**config.mk**
```make
export PLATFORM = sky130hd
export DESIGN_NAME = flag_branch_unit
export DESIGN_NICKNAME = d
export VERILOG_FILES = /design/src/rtl/flag_branch_unit_pkg.sv /design/src/rtl/flag_branch_unit_cond.sv /design/src/rtl/flag_branch_unit.sv
export SDC_FILE = /design/constraint.sdc
export NUM_CORES = 1
export LEC_CHECK = 0
export ABC_AREA = 1
export ABC_CLOCK_PERIOD_IN_PS = 4200
export BUFFER_PORTS_ARGS = -buffer_cell sky130_fd_sc_hd__buf_2
export CAP_MARGIN = 0
export CORE_MARGIN = 5
export CORE_UTILIZATION = 40
export CTS_BUF_LIST = sky130_fd_sc_hd__clkbuf_4 sky130_fd_sc_hd__clkbuf_8
export CTS_CLUSTER_DIAMETER = 120
export DETAILED_ROUTE_END_ITERATION = 8
export GPL_ROUTABILITY_DRIVEN = 0
export PLACE_DENSITY = 0.6
export SYNTH_ARGS = -nofsm -noshare
export SYNTH_HDL_FRONTEND = slang
export SYNTH_HIERARCHICAL = 1
export SYNTH_SLANG_ARGS = --single-unit
```
**constraint.sdc**
```tcl
create_clock -name clk -period 4.2 [get_ports clk]
set_clock_uncertainty 0.05 [all_clocks]
set_input_delay 0.63 -clock clk [delete_from_list [all_inputs] [get_ports clk]]
set_output_delay 0.63 -clock clk [all_outputs]
set_load 0.05 [all_outputs]
```
**src/rtl/flag_branch_unit_pkg.sv**
```systemverilog
// Shared constants for the flag/branch unit: ALU opcodes, condition codes,
// flag bit positions, FSM state encoding and the captured-branch record.
package flag_branch_unit_pkg;

  localparam logic [3:0] OP_SLL = 4'b0001;
  localparam logic [3:0] OP_SRA = 4'b0010;
  localparam logic [3:0] OP_ROR = 4'b0100;
  localparam logic [3:0] OP_ADD = 4'b1001;
  localparam logic [3:0] OP_SUB = 4'b1010;
  localparam logic [3:0] OP_XOR = 4'b1011;

  localparam logic [2:0] CC_NZ = 3'b000;
  localparam logic [2:0] CC_Z  = 3'b001;
  localparam logic [2:0] CC_GT = 3'b010;
  localparam logic [2:0] CC_LT = 3'b011;
  localparam logic [2:0] CC_GE = 3'b100;
  localparam logic [2:0] CC_LE = 3'b101;
  localparam logic [2:0] CC_V  = 3'b110;
  localparam logic [2:0] CC_AL = 3'b111;

  localparam int unsigned FLAG_Z = 2;
  localparam int unsigned FLAG_V = 1;
  localparam int unsigned FLAG_N = 0;

  localparam logic [2:0] MASK_ALL = 3'b111;
  localparam logic [2:0] MASK_Z   = 3'b100;
  localparam logic [2:0] MASK_NONE = 3'b000;

  localparam logic [1:0] ST_IDLE    = 2'd0;
  localparam logic [1:0] ST_WAIT    = 2'd1;
  localparam logic [1:0] ST_RESOLVE = 2'd2;

  typedef struct packed {
    logic [2:0]  cond;
    logic        is_reg;
    logic [15:0] pc;
    logic [8:0]  imm;
    logic [15:0] rs;
  } br_req_t;

  // Which flag bits an opcode is allowed to overwrite.
  function automatic logic [2:0] flag_write_mask(input logic [3:0] op);
    case (op)
      OP_ADD, OP_SUB:                 return MASK_ALL;
      OP_SLL, OP_SRA, OP_ROR, OP_XOR: return MASK_Z;
      default:                        return MASK_NONE;
    endcase
  endfunction

endpackage

```
**src/rtl/flag_branch_unit_cond.sv**
```systemverilog
// Combinational branch-condition evaluator over the {Z,V,N} flag word.
module branch_cond_eval
  import flag_branch_unit_pkg::*;
(
  input  logic [2:0] cond,
  input  logic [2:0] flags,
  output logic       taken
);

  logic z, v, n;

  assign z = flags[FLAG_Z];
  assign v = flags[FLAG_V];
  assign n = flags[FLAG_N];

  always_comb begin
    taken = 1'b0;
    case (cond)
      CC_NZ:   taken = ~z;
      CC_Z:    taken = z;
      CC_GT:   taken = ~z & ~n;
      CC_LT:   taken = n;
      CC_GE:   taken = z | (~z & ~n);
      CC_LE:   taken = n | z;
      CC_V:    taken = v;
      CC_AL:   taken = 1'b1;
      default: taken = 1'b0;
    endcase
  end

endmodule

```
**src/rtl/flag_branch_unit.sv**
```systemverilog
// Flag register plus a branch resolver that waits for older flag writers
// before deciding a conditional branch and producing its redirect target.
//
// state   | meaning
// IDLE    | ready for a branch request
// WAIT    | branch captured, older flag writer still in flight
// RESOLVE | decide on registered flags, pulse resolve_valid
module flag_branch_unit
  import flag_branch_unit_pkg::*;
(
  input  logic        clk,
  input  logic        rst,
  input  logic        ex_valid,
  input  logic [3:0]  ex_op,
  input  logic [2:0]  alu_flags,
  input  logic        pending_flag_wr,
  input  logic        br_valid,
  output logic        br_ready,
  input  logic [2:0]  br_cond,
  input  logic        br_reg,
  input  logic [15:0] br_pc,
  input  logic [8:0]  br_imm,
  input  logic [15:0] br_rs,
  output logic [2:0]  flags,
  output logic        resolve_valid,
  output logic        taken,
  output logic        redirect,
  output logic [15:0] redirect_pc
);

  logic [1:0]  state;
  logic [2:0]  flags_q;
  logic [2:0]  wr_mask;
  br_req_t     br_q;
  logic [15:0] target;
  logic [15:0] redirect_pc_q;
  logic        cond_true;

  assign wr_mask = ex_valid ? flag_write_mask(ex_op) : MASK_NONE;

  always_ff @(posedge clk) begin
    if (rst) begin
      flags_q <= 3'b000;
    end else begin
      flags_q <= (flags_q & ~wr_mask) | (alu_flags & wr_mask);
    end
  end

  assign flags    = flags_q;
  assign br_ready = (state == ST_IDLE);

  always_ff @(posedge clk) begin
    if (rst) begin
      state <= ST_IDLE;
    end else begin
      case (state)
        ST_IDLE:    if (br_valid) state <= pending_flag_wr ? ST_WAIT : ST_RESOLVE;
        ST_WAIT:    if (!pending_flag_wr) state <= ST_RESOLVE;
        ST_RESOLVE: state <= ST_IDLE;
        default:    state <= ST_IDLE;
      endcase
    end
  end

  // Request payload needs no reset; it is only consumed after a valid capture.
  always_ff @(posedge clk) begin
    if (br_ready && br_valid) begin
      br_q.cond   <= br_cond;
      br_q.is_reg <= br_reg;
      br_q.pc     <= br_pc;
      br_q.imm    <= br_imm;
      br_q.rs     <= br_rs;
    end
  end

  branch_cond_eval u_cond (
    .cond  (br_q.cond),
    .flags (flags_q),
    .taken (cond_true)
  );

  assign target = br_q.is_reg ? br_q.rs
                              : br_q.pc + 16'd2 + {{6{br_q.imm[8]}}, br_q.imm, 1'b0};

  // rst gates the pulse so a reset in RESOLVE never leaks a redirect.
  assign resolve_valid = (state == ST_RESOLVE) & ~rst;
  assign taken         = resolve_valid & cond_true;
  assign redirect      = taken;

  always_ff @(posedge clk) begin
    if (rst) begin
      redirect_pc_q <= 16'h0000;
    end else if (redirect) begin
      redirect_pc_q <= target;
    end
  end

  assign redirect_pc = redirect ? target : redirect_pc_q;

endmodule

```
==> key figures <==
Layout
  • Fin nets: 563
  • Non-filler instance count after layout: 591
  • Fillers: 869
  • Diode count: 0
  • Ratio of cells with drive above 1 in the final layout: 23.81%
  • Post-Layout Inst Area: 4178 sq um
  • Area grow syn2layout: 19.46%
  • Final Util: 48.38%

Worst setup path
  • Critical path cell sequence: ha_1, ha_1, fa_1, nand3_1, nand3_2, nand2_1, nand3_1, nand2_1, nand2_1, o21ai_1, o21ai_1, inv_1, buf_2
  • WP data arrival: 2780 ps
  • Worst Path Required: 3520 ps
  • CP Class: flop to output port
  • Crit-path max cell delay: 430 ps
  • Worst r2r src: br_q[17]$_DFFE_PP_
  • CP startpoint kind: flop
  • Start point of the critical path: br_q[17]$_DFFE_PP_
  • Crit end category: output port
  • Worst path slowest cell: fa_1
  • Largest fanout on the critical path: 4
  • Most frequent CP cell: nand2_1

Floorplanning
  • Core area: 8636 sq um
  • Die W: 103.5 um
  • Total die area: 10710 sq um
  • IO Pins: 80
  • Initial Util: 40.50%
  • Die Height: 103.5 um
  • # rows: 34

Detailed routing
  • Via Count: 2769
  • Remaining DRCs: 0
  • Met3 Wirelength: 342 um
  • Pre-Repair DR Iteration Count: 4
  • Initial drt markers: 84
  • WL final: 7216 um
  • Wire length per cell: 12.21 um
  • WL met1: 3309 um
  • Antenna violation net count after detailed routing: 0
  • Vias per cell: 4.685
  • Top routing layer used: met4
  • Met2 wire len: 3387 um

STA
  • Fin crit share: 82.32%
  • # setup viols final: 0
  • RSZ-0062 raised after global routing: false
  • Fin crit period: 3458 ps
  • Setup TNS: 0 ps
  • Measured slew at the worst slew-check pin: 1029 ps
  • Slew headroom: 31.36%
  • Fin. Hold Viols: 0
  • Fmax achieved: 289.2 MHz
  • Worst setup margin: 742.4 ps
  • Fin. max-slew vios: 0

Synth
  • Simple-Gate Fraction of Synth Area: 22.75%
  • Top-count cell post-synth: nand2_1
  • Synth cell count leaders: nand2_1, inv_1, nor2_1, edfxtp_1, ha_1
  • Number of synthesized flops with an enable pin: 45
  • Mux contribution to synthesized area: 0%
  • Synthesized instance count: 396
  • Synth warn: 6
  • Main combinational cell family by area after synthesis: simple AND/OR/NAND/NOR gates
  • Yosys reg bits: 66
  • Synth Cell Area: 3497 sq um
  • Synth Area in Compound Gates: 7.800%
  • Total nets after synthesis: 481
  • FFs w/ async S/R, synth: 0%
  • XOR/XNOR share of the synthesized area: 1.252%
  • Synth area leader: edfxtp_1
  • Share of the synthesized area in the top cell type: 38.64%
  • Leading post-synthesis cells by cell area: edfxtp_1, dfxtp_1, nand2_1
  • Sequential element share of the synthesized area: 50.66%
  • Ys flop type: edfxtp_1
  • Yosys cell types: 34
  • Synth Area in Adders: 10.23%
  • Post-synthesis average cell area: 8.831 sq um

CTS
  • TritonCTS clock tree: done
  • Hold buffer count at cts: 0
  • H-Tree Depth: 3
  • Clock latency at the later pin of the worst-skew pair: 350 ps
  • Inserted Clock Buffers: 9
  • Clock sink count: 66
  • Clock-pin slew on the worst setup and hold paths: 80 ps
  • Setup bufs post-CTS: 0
  • Post-CTS sizing: 0
  • Clock tree buffer depth: 2
  • Clk root buf: clkbuf_8

Global routing
  • First-pass GRT wire length: 12190 um
  • GRT Residual Overflow: 0
  • Initial antenna violation count: 0
  • Vias in the first global route: 2769
  • Largest net degree at the start of global routing: 28
  • GRT Overall Usage: 14.06%

Placement
  • Placed Area: 3999 sq um
  • Place WS: 1103 ps
  • IO buf count: 79
  • Placed cell count: 575
  • Dpl hpwl: 5443 um

Job
  • Max cap viols: 0

Power
  • PwrDens: 368.5 nW/um^2
  • Leak Pwr: 2.103 nW
  • Maximum vdd drop: 174.6 uV

Hold path
  • Hold Startpoint: pending_flag_wr
  • Worst hold path type: input port to flop

Run status
  • Run status: finished, final reports clean
==> logic make-up (layout without fill, tap and decap cells) <==
family / after synthesis / count (layout)
simple gates: 189 / 189
compound gates: 47 / 47
buf+inv: 61 / 148
fa+ha+maj: 28 / 28
xor+xnor: 5 / 5
flops: 66 / 66
==> cells in the final DEF (no fill, tap or decap), types with 10 or more instances in the layout <==
master / Yosys / final
o21ai_0: 10 / 10
nand3_1: 18 / 18
dfxtp_1: 21 / 21
a21oi_1: 25 / 25
nand2_1: 106 / 106
buf_2: 3 / 79
clkbuf_8: 0 / 10
ha_1: 27 / 27
edfxtp_1: 45 / 45
nor2_1: 46 / 46
inv_1: 50 / 50
==> where the power goes <==
part           switching (mW)  internal (mW)
clock                   0.253          0.230
sequential             0.0167          0.734
combinational           0.196          0.111
total                   0.465           1.07
==> flip-flops by register name, indices dropped and copies added (netlist names), named ones only <==
register,flops
br_q,45
redirect_pc_q,16
state,2
==> path summary, 6_finish.rpt <==
| kind | cells past startpoint | slack, ps | end |
|---|---|---|---|
| hold reg to reg | 2 | 430 | redirect_pc_q[12]$_SDFF_PP0_ |
| setup reg to reg | 12 | 1890 | redirect_pc_q[10]$_SDFF_PP0_ |
| hold / removal | 2 | 390 | state[1]$_SDFFE_PP0P_ |
| setup / recovery | 13 | 740 | redirect_pc[10] |
==> through the flow <==
stage               hold slack (ps)  total power, mW
global route                  371.8            1.637
detailed placement            418.1            1.075
floorplan                     400.8           0.9860
global placement              409.7            1.070
finish                        393.3            1.540
CTS                           374.3            1.566
==> worst max-delay path, delay by kind of cell (launching register included) <==
family / cells / cell delay [ps]
AO/OA/AOI/OAI: 2 / 240
adder cells (fa/ha/maj): 3 / 970
buffers and inverters: 2 / 320
flip-flops: 1 / 370
AND/OR/NAND/NOR: 6 / 530
==> per-layer routing <==
layer / vias up / GRT usage [%]
met3: 13 / 4.726
met2: 58 / 22.68
met4: 0 / 6.186
li1: 1455 / -
met5: - / 0
met1: 1243 / 17.00
==> final cells by class <==
class,count,area [sq um],share of cell area [%]
Clock inverter,6,41.29,0.9883
Inverter,52,195.2,4.672
Sequential cell,66,1772,42.41
Multi-Input combinational cell,269,1481,35.46
Clock buffer,10,137.6,3.294
Tap cell,108,135.1,3.235
Timing Repair Buffer,80,415.4,9.943
Note: power is estimated with default switching activity, not from simulation.
